==> src/rtl/uart_mem_loader.sv <==
// uart_mem_loader: receives 8N1 UART bytes, packs byte pairs big-endian into
// 16-bit words and writes them to consecutive RAM addresses starting at 0.
// The surrounding top level muxes addr/d_out/mw_en onto the RAM while load_en
// is high.
module uart_mem_loader #(
  parameter int CLKS_PER_BIT = 868,
  parameter int NUM_WORDS    = 256,
  parameter int ADDR_W       = 16
) (
  input  logic              clk,
  input  logic              reset,
  input  logic              load_en,
  input  logic              rx,
  output logic [ADDR_W-1:0] addr,
  output logic [15:0]       d_out,
  output logic              mw_en,
  output logic              busy,
  output logic              done,
  output logic              frame_err,
  output logic [ADDR_W-1:0] word_count
);

  localparam int CNT_W = $clog2(CLKS_PER_BIT);
  localparam logic [CNT_W-1:0] HALF_BIT = CNT_W'(CLKS_PER_BIT / 2);
  localparam logic [CNT_W-1:0] LAST_CNT = CNT_W'(CLKS_PER_BIT - 1);
  localparam logic [ADDR_W-1:0] LAST_WORD = ADDR_W'(NUM_WORDS);

  localparam logic [2:0] S_IDLE      = 3'd0;
  localparam logic [2:0] S_START     = 3'd1;
  localparam logic [2:0] S_DATA      = 3'd2;
  localparam logic [2:0] S_STOP      = 3'd3;
  localparam logic [2:0] S_WAIT_IDLE = 3'd4;

  // Synchronizer, receiver and loader state
  logic              rx_meta_q, rx_sync_q;
  logic [2:0]        state_q, state_d;
  logic [CNT_W-1:0]  cnt_q, cnt_d;
  logic [2:0]        bit_idx_q, bit_idx_d;
  logic [7:0]        shift_q, shift_d;
  logic              phase_q, phase_d;
  logic [ADDR_W-1:0] addr_q, addr_d;
  logic [ADDR_W-1:0] word_count_q, word_count_d;
  logic [15:0]       d_out_q, d_out_d;
  logic              mw_en_q, mw_en_d;
  logic              busy_q, busy_d;
  logic              done_q, done_d;
  logic              frame_err_q, frame_err_d;
  logic              load_en_q;

  logic byte_ok;        // stop bit good: shift_q holds a complete byte
  logic stop_bad;       // stop bit sampled low
  logic load_rise;

  assign load_rise = load_en & ~load_en_q;

  // Two-flop synchronizer for the asynchronous rx pin (idles high)
  always_ff @(posedge clk or negedge reset) begin
    if (!reset) begin
      rx_meta_q <= 1'b1;
      rx_sync_q <= 1'b1;
    end else begin
      // NOTE: non-blocking assignments make both flops sample the old values,
      // so this really is two stages; blocking would collapse it into one.
      rx_meta_q <= rx;
      rx_sync_q <= rx_meta_q;
    end
  end

  // Receive FSM: bit timing, sampling and shifting of one 8N1 frame
  always_comb begin
    // NOTE: every output of this block gets a default first, so no path can
    // leave a value unassigned and infer a latch.
    state_d   = state_q;
    cnt_d     = cnt_q;
    bit_idx_d = bit_idx_q;
    shift_d   = shift_q;
    byte_ok   = 1'b0;
    stop_bad  = 1'b0;

    case (state_q)
      S_IDLE: begin
        if (!rx_sync_q && load_en && !done_q) begin
          state_d = S_START;
          cnt_d   = '0;
        end
      end
      S_START: begin
        if (cnt_q == HALF_BIT) begin
          cnt_d     = '0;
          bit_idx_d = '0;
          state_d   = rx_sync_q ? S_IDLE : S_DATA;   // high again: glitch
        end else begin
          cnt_d = cnt_q + 1'b1;
        end
      end
      S_DATA: begin
        if (cnt_q == LAST_CNT) begin
          cnt_d     = '0;
          shift_d   = {rx_sync_q, shift_q[7:1]};     // LSB first
          bit_idx_d = bit_idx_q + 1'b1;
          if (bit_idx_q == 3'd7) state_d = S_STOP;
        end else begin
          cnt_d = cnt_q + 1'b1;
        end
      end
      S_STOP: begin
        if (cnt_q == LAST_CNT) begin
          cnt_d = '0;
          if (rx_sync_q) begin
            byte_ok = 1'b1;
            state_d = S_IDLE;
          end else begin
            stop_bad = 1'b1;
            state_d  = S_WAIT_IDLE;
          end
        end else begin
          cnt_d = cnt_q + 1'b1;
        end
      end
      S_WAIT_IDLE: begin
        if (rx_sync_q) state_d = S_IDLE;
      end
      default: state_d = S_IDLE;
    endcase

    // Leaving load mode or finishing the load abandons any frame in flight
    if (!load_en || done_q) begin
      state_d  = S_IDLE;
      byte_ok  = 1'b0;
      stop_bad = 1'b0;
    end
  end

  // Word assembly, write strobe, address/count advance and status flags
  always_comb begin
    phase_d      = phase_q;
    addr_d       = addr_q;
    word_count_d = word_count_q;
    d_out_d      = d_out_q;
    mw_en_d      = 1'b0;
    done_d       = done_q;
    frame_err_d  = frame_err_q;

    if (byte_ok) begin
      if (!phase_q) begin
        d_out_d[15:8] = shift_q;
        phase_d       = 1'b1;
      end else begin
        d_out_d[7:0] = shift_q;
        mw_en_d      = 1'b1;
      end
    end

    // The cycle after the strobe: advance to the next word
    if (mw_en_q && load_en) begin
      addr_d       = addr_q + 1'b1;
      word_count_d = word_count_q + 1'b1;
      phase_d      = 1'b0;
      if (word_count_d == LAST_WORD) done_d = 1'b1;
    end

    if (stop_bad) frame_err_d = 1'b1;

    if (!load_en) begin
      phase_d = 1'b0;
      mw_en_d = 1'b0;
    end

    if (load_rise) begin
      addr_d       = '0;
      word_count_d = '0;
      done_d       = 1'b0;
      frame_err_d  = 1'b0;
      phase_d      = 1'b0;
    end

    busy_d = load_en && !done_d;
  end

  // State registers
  always_ff @(posedge clk or negedge reset) begin
    if (!reset) begin
      state_q      <= S_IDLE;
      cnt_q        <= '0;
      bit_idx_q    <= '0;
      shift_q      <= '0;
      phase_q      <= 1'b0;
      addr_q       <= '0;
      word_count_q <= '0;
      d_out_q      <= '0;
      mw_en_q      <= 1'b0;
      busy_q       <= 1'b0;
      done_q       <= 1'b0;
      frame_err_q  <= 1'b0;
      load_en_q    <= 1'b0;
    end else begin
      state_q      <= state_d;
      cnt_q        <= cnt_d;
      bit_idx_q    <= bit_idx_d;
      shift_q      <= shift_d;
      phase_q      <= phase_d;
      addr_q       <= addr_d;
      word_count_q <= word_count_d;
      d_out_q      <= d_out_d;
      mw_en_q      <= mw_en_d;
      busy_q       <= busy_d;
      done_q       <= done_d;
      frame_err_q  <= frame_err_d;
      load_en_q    <= load_en;
    end
  end

  assign addr       = addr_q;
  assign d_out      = d_out_q;
  assign mw_en      = mw_en_q & load_en;   // never write outside load mode
  assign busy       = busy_q;
  assign done       = done_q;
  assign frame_err  = frame_err_q;
  assign word_count = word_count_q;

endmodule

==> config.mk <==
export PLATFORM = sky130hd
export DESIGN_NAME = uart_mem_loader
export DESIGN_NICKNAME = d
export VERILOG_FILES = /design/src/rtl/uart_mem_loader.sv
export SDC_FILE = /design/constraint.sdc
export NUM_CORES = 1
export LEC_CHECK = 0
export ABC_AREA = 1
export CAP_MARGIN = 20
export CORE_ASPECT_RATIO = 1.5
export CORE_MARGIN = 2
export CORE_UTILIZATION = 55
export CTS_CLUSTER_SIZE = 28
export DETAILED_ROUTE_END_ITERATION = 8
export PLACE_DENSITY = 0.8
export SLEW_MARGIN = 20
export SYNTH_ARGS = -nofsm -noshare
export SYNTH_HDL_FRONTEND = slang
export SYNTH_SLANG_ARGS = --single-unit
==> constraint.sdc <==
create_clock -name clk -period 1.75 [get_ports clk]
set_input_delay 0.35 -clock clk [delete_from_list [all_inputs] [get_ports clk]]
set_output_delay 0.35 -clock clk [all_outputs]
set_load 0.03 [all_outputs]
[Yosys cells after proc, flatten, opt, wreduce, memory -nomap -nowiden]
Index checks and enable logic that the tools add are counted.
Storage, ports and cells
  register bits after elaboration: 80
  bits in latches: 0
  RAM bits: 0
  ROM bits: 0
  bits of input ports: 4
  output and inout bits: 52
  logic and storage cells: 104
  memories kept: 0
Cells by class
  $add $sub $neg: 4
  $mul: 0
  div/mod/pow operators: 0
  order comparisons: 0
  eq/ne operators: 18
  shift-type cells: 0
  mux-type cells: 41
  bitwise operators: 4
  reductions and logical operators: 21
Operator list (count)
  $mux 16: 4
  $add 16x1->16 const B: 2
  $mux 10: 3
  $mux 3: 10
  $pmux 10 s3: 1
  $mux 1: 20
  $ne 3x3->1 const B: 6
  $eq 16x9->1 const B: 1
  $pmux 3 s5: 1
  $add 10x1->10 const B: 1
  $eq 10x10->1 const B: 1
  $eq 10x9->1 const B: 1
  $reduce_and 2->1: 4
  $eq 3x2->1 const B: 2
  $eq 3x3->1 const B: 2
  $ne 2x2->1 const B: 3
  $pmux 3 s2: 1
  $reduce_and 6->1: 1
  $reduce_bool 2->1: 3
  $logic_and 1x1->1: 4
  $logic_not 1->1: 4
  $ne 4x1->1 const B: 1
  $add 3x1->3 const B: 1
  $eq 3x1->1 const B: 1
  8 further kinds: 10

[Longest topological paths before layout]
Gate-level depths: netlist of run 1.
  depth in word-level cells: 8
  gate-level depth with buffers: 12
  gate-level depth less buffers: 12

[Least setup slack after synthesis of run 1]
No wires, ideal clock.
  path kind: register to register
  start point: register word_count_q[0] (netlist: word_count[0])
  end point: register busy_q (netlist: busy)
  arrival time: 1.724 ns
  slack: -0.097 ns
  stages on the path, launching flop included: 13
  path through: dfrtp_1 ha_1 inv_1 nor2_1 nand2_1 nand2_1 nand2_1 nor2_1 nand2_1 nor2_1 nand3_1 nand2_1 a21oi_1
Between the ends
  word-level cells in the longest chain between the ends: 7
RTL lines
  start, declared: RTL line 42  | logic [ADDR_W-1:0] word_count_q, word_count_d;
  start signal, assigned: RTL line 203  | word_count_q <= word_count_d;
  $add 16x1->16: RTL line 157  | word_count_d = word_count_q + 1'b1;
  $eq 16x9->1: RTL line 159  | if (word_count_d == LAST_WORD) done_d = 1'b1;
  $mux 1: RTL line 159
  $mux 1: RTL line 155  | if (mw_en_q && load_en) begin
  $mux 1: RTL line 169  | if (load_rise) begin
  $logic_not 1->1: RTL line 177  | busy_d = load_en && !done_d;
  $logic_and 1x1->1: RTL line 177
  net busy_d: RTL line 45  | logic busy_q, busy_d;
  end signal, assigned: RTL line 206  | busy_q <= busy_d;
  end, declared: RTL line 45
The timed path passes the listed nets, and every way through them passes these cells.
A chain may end at the register's enable or synchronous reset.

[Worst setup path after layout of run 1]
  start point: register addr_q[0] (netlist: addr[0])
  end point: register addr_q[12] (netlist: addr[12])
Between the ends
  word-level cells in the longest chain between the ends: 3
RTL lines
  start, declared: RTL line 41  | logic [ADDR_W-1:0] addr_q, addr_d;
  start signal, assigned: RTL line 202  | addr_q <= addr_d;
  $add 16x1->16: RTL line 156  | addr_d = addr_q + 1'b1;
  $mux 16: RTL line 155
  $mux 16: RTL line 169
Every way passes these cells. The select of a mux whose other input is x is not followed.

==> results.toml, run 1 <==
[timing]
fin_crit_ns = 1.68
worst_pin_slew_ns = 0.447
rsz0062_at_grt = "yes"
clock.fmax_mhz = 594
finalCritPeriodShare = 0.961
worst_hold_slack_ns = 0.209
finalHoldViolCount = 0
max_slew_margin = 0.702
setup_viol = 0
fin_skew_ns = 0.00722
slew_violations = 0

[place]
place.gp.congestion = 0.891
dp_hpwl_um = 6650
io_buffers = 55
postPlaceCellArea_um2 = 4960
placed_cells = 672

[layout]
final_cells = 694
utilization = 0.740
layout-drive-gt1-share = 0.200
final_nets = 601
syn2layout_area_growth_pct = 32.3
antenna-diode-count = 0
num-fill-cells = 550
final_area_um2 = 5310

[floorplan]
rows = 38
die_area_um2 = 8020
ios = 56
die_h_um = 109
core_um2 = 7180
fp.dieW_um = 73.8
start_util = 0.560

[yosys]
syn_area_per_cell_um2 = 8.22
ys_types = 35
ys_warn_count = 0
syn_inst = 489
syn_nets = 500
synth_seq_cells = 80
ys_seq_area_frac = 0.499
netlist_area_um2 = 4020

[run_status]
status = "finished clean"

[setup_path]
worstPathRequired_ns = 2.01
worstPathMaxFanout = 4
start_kind = "flop"
max_stage_delay_ns = 0.41
cp.arrival_ns = 1.94
critical-path-top-delay-family = "simple AND/OR/NAND/NOR gates"
critPathCaptureType = "flop"
cp.buffers_inverters = 1
crit_chain = "ha_2, nand2_1, inv_2, nand3_2, nand3b_1, nor3_2, a21oi_1, o21a_1"
critPathKind = "flop to flop"
rr_worst_depth = 8
slowest_stage = "dfrtp_1"
cp.depth = 8

[min_path]
hold_path_class = "input pin to flop"
hold_depth = 1

[drt]
drt-total-wl_um = 9440
vias_per_cell = 5.25
route.detailed.drc = 0
ant_nets = 0
wl_per_cell_um = 13.6
drt-initial-drc-count = 201
vias = 3644
first_pass_iters = 4

[flow_run]
maxCapViolCount = 0

[global_routing]
grt-ovfl-total = 0
grt_first_pass_wirelength_um = 15300
first_global_vias = 3555
grt_max_degree = 33
antenna_found_initial = 0
grt.total_usage = 0.248

[clocking]
cts.sinks = 80
cts_buffers = 9
clk_path_buf_depth = 2
htreeDepth = 3
insertion_delay_ns = 0.37
cts_root_buf = "clkbuf_8"
cts.clk_slew.worst_paths_ns = 0.08
cts_tree = "done"

[power]
ir_worst_vdd_mv = 0.573
power.leakage_nw = 2.77
power_density_nw_per_um2 = 802
-- flip-flops by register name (all words and copies together), names as in the netlist --
register / count
addr: 16
d_out: 16
word_count: 16
cnt_q: 10
shift_q: 8
bit_idx_q: 3
state_q: 3
busy: 1
done: 1
frame_err: 1
load_en_q: 1
mw_en_q: 1
phase_q: 1
rx_meta_q: 1
rx_sync_q: 1
-- repair_timing --
| action | CTS | global route |
|---|---|---|
| endpoints found under the setup margin | 47 | 30 |
| gates cloned | 0 | 0 |
| pin swaps | 0 | 4 |
| endpoints found under the hold margin | 27 | 0 |
| hold buffers | 1 | 0 |
| setup buffers | 2 | 4 |
| resized for setup | 46 | 39 |
-- Yosys cell counts --
cell type | instances | area [um^2]
buf_2 | 1 | 5.00
a211oi_1 | 6 | 45.0
a22o_1 | 2 | 17.5
buf_6 | 3 | 33.8
o21ai_0 | 31 | 155
o21ai_1 | 8 | 40.0
nand2_4 | 1 | 11.3
nor2_4 | 2 | 22.5
dfstp_2 | 2 | 52.6
nand2_1 | 129 | 484
o22ai_1 | 7 | 43.8
ha_1 | 7 | 87.6
o21ai_2 | 13 | 114
a21oi_1 | 20 | 100
a2111oi_2 | 1 | 15.0
a31oi_1 | 2 | 12.5
nand4_1 | 10 | 62.6
nor3_4 | 1 | 16.3
inv_2 | 4 | 15.0
nor3_2 | 2 | 20.0
a41oi_1 | 1 | 8.76
and3_1 | 1 | 6.26
clkbuf_1 | 2 | 7.51
nand2_2 | 4 | 25.0
nor3b_1 | 1 | 7.51
nor2_2 | 8 | 50.1
nand3_2 | 2 | 20.0
dfrtp_1 | 78 | 1950
nand3b_1 | 1 | 7.51
nor3_1 | 13 | 65.1
nor4_2 | 1 | 12.5
inv_1 | 65 | 244
nor2_1 | 36 | 135
o21a_1 | 1 | 7.51
nand3_1 | 23 | 115
-- routing by layer --
metal / part of all wire / track usage
met2: 0.53 / 0.420
met4: 0.023 / 0.131
met1: 0.41 / 0.295
met3: 0.042 / 0.0444
met5: 0 / 0
-- metrics by stage --
step,power (mW),TNS (ns),worst slack (ns)
after floorplan,2.47,0,0.0186
after global placement,2.74,-5.19,-0.240
after detailed placement,2.77,-7.84,-0.296
after CTS,4.26,0,0.00195
after global routing,4.46,-0.102,-0.0583
final,4.26,0,0.0677
-- final timing paths --
check	from	endpoint	slack [ns]
max	addr[0]	addr[12]	0.07
min	load_en	load_en_q	0.21
max reg2reg	addr[0]	addr[12]	0.07
min reg2reg	rx_meta_q	rx_sync_q	0.37
max in group asynchronous	reset	mw_en_q	0.76
min in group asynchronous	reset	cnt_q[9]	0.47
-- placed cells by master (no fill, tap or decap), types with 4 or more instances in the layout --
cell	count
a211oi_1	6
a21oi_1	20
buf_12	5
buf_4	35
clkbuf_8	9
dfrtp_1	74
dfrtp_2	4
dlygate4sd2_1	44
dlymetal6s2s_1	8
ha_1	4
inv_1	63
inv_2	5
nand2_1	128
nand2_2	4
nand3_1	21
nand3_2	4
nand4_1	10
nor2_1	32
nor2_2	7
nor2_4	7
nor3_1	8
nor3_2	6
o21ai_0	30
o21ai_1	9
o21ai_2	13
o22ai_1	7
-- where the power goes --
part | internal, mW | total, mW | switching (mW)
Clock | 0.799 | 1.50 | 0.697
Combinational | 0.296 | 0.772 | 0.476
Sequential | 1.92 | 1.99 | 0.0733
-- logic make-up after synthesis --
kind of cell / after synthesis / share of synthesized area
simple gates: 235 / 0.264
fa+ha+maj: 7 / 0.0218
flops: 80 / 0.499
compound gates: 92 / 0.139
buf+inv: 75 / 0.0760
-- cell type report --
class / instances / area, um^2 / share of cell area
Tap cell: 100 / 125 / 0.0235
Multi-Input combinational cell: 334 / 1820 / 0.342
Sequential cell: 80 / 2010 / 0.378
Inverter: 69 / 262 / 0.0492
Timing Repair Buffer: 96 / 891 / 0.168
Clock buffer: 10 / 128 / 0.0240
Clock inverter: 5 / 82.6 / 0.0155
(Power assumes the default switching activity.)
==> inputs of run 2 (changes only) <==
clock period = 1.9 ns   (was 1.75 ns; I/O delays follow)
==> run 2 against run 1 <==
Compared with the run above: clock skew rose by 0.0085 ns; clock power down 10%; combinational power is 16% lower; highest routed layer unchanged; register-to-register slack improved by 0.06 ns; largest power group unchanged; core utilization down 1.8 points.
==> results.toml, run 2 (synthesis results as in run 1) <==
[setup_path]
critical-path-top-delay-family = "buffers and inverters"
critPathKind = "flop to primary output"
critPathCaptureType = "primary output"
cp.arrival_ns = 1.46
max_stage_delay_ns = 0.69
start_kind = "flop"
worstPathRequired_ns = 1.52
worstPathMaxFanout = 4
slowest_stage = "clkdlybuf4s50_1"
cp.buffers_inverters = 1
crit_chain = "clkdlybuf4s50_1"

[floorplan]
die_h_um = 109
fp.dieW_um = 73.8
ios = 56
start_util = 0.560
rows = 38
core_um2 = 7180
die_area_um2 = 8020

[global_routing]
antenna_found_initial = 0
grt_max_degree = 38
grt_first_pass_wirelength_um = 15700
grt-ovfl-total = 0
first_global_vias = 3567
grt.total_usage = 0.251

[flow_run]
maxCapViolCount = 0

[drt]
ant_nets = 0
first_pass_iters = 5
route.detailed.drc = 0
drt-total-wl_um = 9370
drt-initial-drc-count = 236
vias_per_cell = 5.20
wl_per_cell_um = 13.6
vias = 3579

[power]
power.total_mw = 3.84
power.leakage_nw = 2.59
power_density_nw_per_um2 = 741
ir_worst_vdd_mv = 0.495

[layout]
syn2layout_area_growth_pct = 29.0
layout-drive-gt1-share = 0.168
final_common_cell = "nand2_1"
multi_input_area_um2 = 1720
register_area_um2 = 2010
most-common-layout-cells = "nand2_1 (129), dfrtp_1 (76), inv_1 (64)"
antenna-diode-count = 0
num-fill-cells = 559
final_nets = 594

[clocking]
cts_buffers = 9
cts.sinks = 80
cts.clk_slew.worst_paths_ns = 0.08
cts_root_buf = "clkbuf_8"
clk_path_buf_depth = 2
insertion_delay_ns = 0.37
htreeDepth = 3
cts_tree = "done"

[timing]
max_slew_margin = 0.684
clock.fmax_mhz = 542
fin_skew_ns = 0.0158
setup_viol = 0
finalCritPeriodShare = 0.971
final.setup.worst_slack_ns = 0.0557
finalHoldViolCount = 0
fin_crit_ns = 1.84
slew_violations = 0
rsz0062_at_grt = "yes"
worst_pin_slew_ns = 0.474

[place]
dp_hpwl_um = 6600
io_buffers = 55
place_ws_ns = -0.153
place.gp.congestion = 0.891

[run_status]
status = "finished clean"

[min_path]
hold_path_class = "flop to flop"
-- run 2: path summary, 6_finish.rpt --
path	end	slack (ns)	startpoint	cells after the start
max in group asynchronous	rx_meta_q	0.79	reset	3
max	addr[1]	0.06	addr[1]	1
min	rx_sync_q	0.37	rx_meta_q	0
min reg2reg	rx_sync_q	0.37	rx_meta_q	0
max reg2reg	busy	0.13	word_count[0]	10
min in group asynchronous	d_out[9]	0.51	reset	2
-- run 2: where the power goes --
group | internal (mW) | total [mW] | switching, mW
logic | 0.237 | 0.652 | 0.415
registers | 1.77 | 1.84 | 0.0689
clock network | 0.663 | 1.35 | 0.691
total | 2.67 | 3.84 | 1.18
-- run 2: worst reg2reg max path, stage by stage (launching register included) --
cell	delay, ns
dfrtp_1	0.37
buf_4	0.16
inv_1	0.05
nor2_2	0.20
nand2_2	0.14
o21ai_1	0.25
nand3_1	0.12
nor2_1	0.13
nand3_1	0.11
nand2_1	0.08
a21oi_1	0.06
-- run 2: layout make-up --
cell class	count	area share
sequential	80	0.387
multi-input combinational	334	0.332
timing repair buffer	89	0.165
inverter	69	0.0500
clock buffer	10	0.0266
tap	100	0.0241
clock inverter	6	0.0147
-- run 2: metal layers --
| metal | wire [um] | share of wire | GRT usage |
|---|---|---|---|
| met1 | 3980 | 0.42 | 0.306 |
| met2 | 4780 | 0.51 | 0.419 |
| met3 | 352 | 0.038 | 0.0388 |
| met4 | 261 | 0.028 | 0.135 |
| met5 | 0 | 0 | 0 |
-- run 2: repair_timing --
action | CTS | global route
pin swaps | 0 | 1
hold endpoints to repair | 35 | 0
setup buffers | 0 | 4
setup endpoints to repair | 9 | 16
hold buffers | 1 | 0
gates resized for setup | 9 | 16
-- run 2: stage by stage --
step	cells	utilization	hold WS (ns)	instance area, um^2	TNS (ns)
4_1_cts	684	0.712	0.368	5110	0
3_3_place_gp	667	0.682	0.356	4900	-1.20
6_report	688	0.722	0.369	5180	0
2_1_floorplan	489	-	0.0844	4020	0
5_1_grt	688	0.722	0.374	5180	-0.0148
3_5_place_dp	667	0.682	0.357	4900	-2.38
==> inputs of run 3 (changes only) <==
ABC_AREA = default   (was 1)
CELL_PAD_IN_SITES_DETAIL_PLACEMENT = 0   (was default)
CELL_PAD_IN_SITES_GLOBAL_PLACEMENT = 1   (was default)
CORE_MARGIN = 3   (was 2)
CORE_UTILIZATION = 43   (was 55)
PLACE_DENSITY = default   (was 0.8)
PLACE_DENSITY_LB_ADDON = 0.1   (was default)
==> run 3 against run 2 <==
Compared with the run above: largest power group unchanged; area after synthesis up 1.9%; combinational power shrank 13%; count of clock-buffer cells in the layout unchanged; the run now ends with negative setup slack left; die area rose by 34%; wire length is 4.1% higher; sequential cell count is the same; non-clock buffer count increased by 24.
==> results.toml, run 3 <==
[run_status]
status = "complete, but fails checks"
failed_checks = "negative setup slack"

[setup_path]
critPathCaptureType = "flop"
cp.arrival_ns = 2.19
slowest_stage = "clkdlybuf4s50_1"
start_kind = "input pin"
crit_chain = "clkdlybuf4s50_1, or3b_1, buf_4, nor4_1, buf_4, nor2_1, nor2_1"
critPathKind = "input pin to flop"
worstPathRequired_ns = 2.17
worstPathMaxFanout = 4
max_stage_delay_ns = 0.52

[global_routing]
grt.total_usage = 0.190
grt_max_degree = 39
groute.layer.met1.usage = 0.231
grt-ovfl-total = 0
grt_first_pass_wirelength_um = 16400
top_usage_layer = "met2"
antenna_found_initial = 0
use_met2 = 0.326
first_global_vias = 3374
met3_usage = 0.0455

[yosys]
syn_nets = 423
ys_seq_area_frac = 0.489
syn_area_per_cell_um2 = 9.94
synth_top_area_share = 0.477
synthTopCellsByArea = "dfrtp_1 (48%), nand2_1 (4.8%), mux2_2 (4.4%), o21ai_0 (3.4%), nor2_1 (2.7%)"
ys.flop_type = "dfrtp_1"
netlist_area_um2 = 4100
ys_types = 67
synthArstFlopShare = 1.00
synth_edf_count = 0
syn_inst = 412
synth_seq_cells = 80
yosys.area.top_type = "dfrtp_1"
yosysMostFrequentCell = "dfrtp_1"
ys_warn_count = 0
synth_commonest_cells = "dfrtp_1 (78), nand2_1 (52), nor2_1 (29)"

[floorplan]
rows = 43
start_util = 0.443
die_area_um2 = 10800
fp.dieW_um = 85.7
ios = 56
core_um2 = 9250
die_h_um = 126

[place]
place_ws_ns = -0.321
place.gp.congestion = 0.802
placed_cells = 609
dp_hpwl_um = 6870
io_buffers = 55

[drt]
route.detailed.drc = 0
vias_per_cell = 5.48
wl_per_cell_um = 15.4
vias = 3460
first_pass_iters = 4
ant_nets = 0
drt-initial-drc-count = 170
drt-total-wl_um = 9750

[timing]
setup_viol = 1
clock.fmax_mhz = 521
fin_crit_ns = 1.92
rsz0062_at_grt = "yes"
fin_skew_ns = 0.00787
tns_ns = -0.0211
worst_pin_slew_ns = 0.549
finalCritPeriodShare = 1.01
slew_violations = 0
worst_hold_slack_ns = 0.0133
final.setup.worst_slack_ns = -0.0211
max_slew_margin = 0.633
finalHoldViolCount = 0

[clocking]
cts_tree = "done"
insertion_delay_ns = 0.34
cts_buffers = 9
cts.clk_slew.worst_paths_ns = 0.06
clk_path_buf_depth = 2
cts.sinks = 80
cts_root_buf = "clkbuf_16"
htreeDepth = 3

[layout]
final_common_cell = "dfrtp_1"
final_cells = 631
layout-drive-gt1-share = 0.231
final_nets = 525
antenna-diode-count = 0
syn2layout_area_growth_pct = 35.1
most-common-layout-cells = "dfrtp_1 (74), nand2_1 (52), buf_4 (52)"

[min_path]
hold_path_class = "input pin to async pin"

[power]
power.leakage_nw = 2.65
ir_worst_vdd_mv = 0.554
power.total_mw = 4.05
power_density_nw_per_um2 = 732

[flow_run]
maxCapViolCount = 0
-- run 3: cell count changes after synthesis, sizes merged, moves of 7 or more --
cell and delta:
xnor2 +9, inv -58, mux2 +16, clkbuf +7, nand2b +7, o21ai -22
nor4 +11, buf +9, nand3 -8, xor2 +9, nand2 -81, nor3 -8
nor2 -17
-- run 3: report_power, final --
group | internal [mW] | switching, mW | total, mW
Sequential | 1.75 | 0.0646 | 1.81
Combinational | 0.268 | 0.296 | 0.564
Clock | 0.939 | 0.733 | 1.67
-- run 3: what timing repair did --
| item | CTS | global route |
|---|---|---|
| pin swaps | 1 | 5 |
| cloned | 0 | 0 |
| resized for setup | 9 | 16 |
| hold buffers | 0 | 0 |
| buffers inserted | 1 | 5 |
| hold endpoints to repair | 0 | 0 |
| setup endpoints to repair | 25 | 40 |
-- run 3: final timing paths --
kind                           start              to  slack [ns]  depth (start not counted)
setup / recovery             load_en       frame_err       -0.02                          7
hold / removal                 reset   word_count[5]        0.01                          1
setup reg to reg            cnt_q[1]       frame_err       -0.01                          7
hold reg to reg            rx_meta_q       rx_sync_q        0.36                          0
max in group asynchronous      reset  word_count[11]        1.35                          2
min in group clk           rx_meta_q       rx_sync_q        0.36                          0
-- run 3: cells by family after synthesis --
family | share of synthesized area
mux | 0.0538
fa+ha+maj | 0.0214
simple gates | 0.233
xor+xnor | 0.0385
compound gates | 0.127
buf+inv | 0.0364
flops | 0.489
-- run 3: per-layer routing --
layer	vias up	wire, um
li1	1695	-
met1	1689	4230
met2	64	5020
met3	12	344
met4	0	150
met5	-	0
-- run 3: area by class of cell --
class	instances	area [um^2]
Clock buffer	10	239
Clock inverter	6	50.0
Fill cell	792	3720
Inverter	11	41.3
Multi-Input combinational cell	299	1980
Sequential cell	80	2010
Tap cell	112	140
Timing Repair Buffer	113	1070
-- run 3: critical path: cells and delay by family --
kind / cells / cell delay (ns)
buffers and inverters: 3 / 0.89
AND/OR/NAND/NOR: 4 / 0.91
-- run 3: through the flow --
step	utilization	area, um^2
after detailed placement	0.556	5150
final	0.598	5530
after floorplan	-	4100
after global placement	0.556	5150
after CTS	0.587	5440
after global routing	0.598	5530
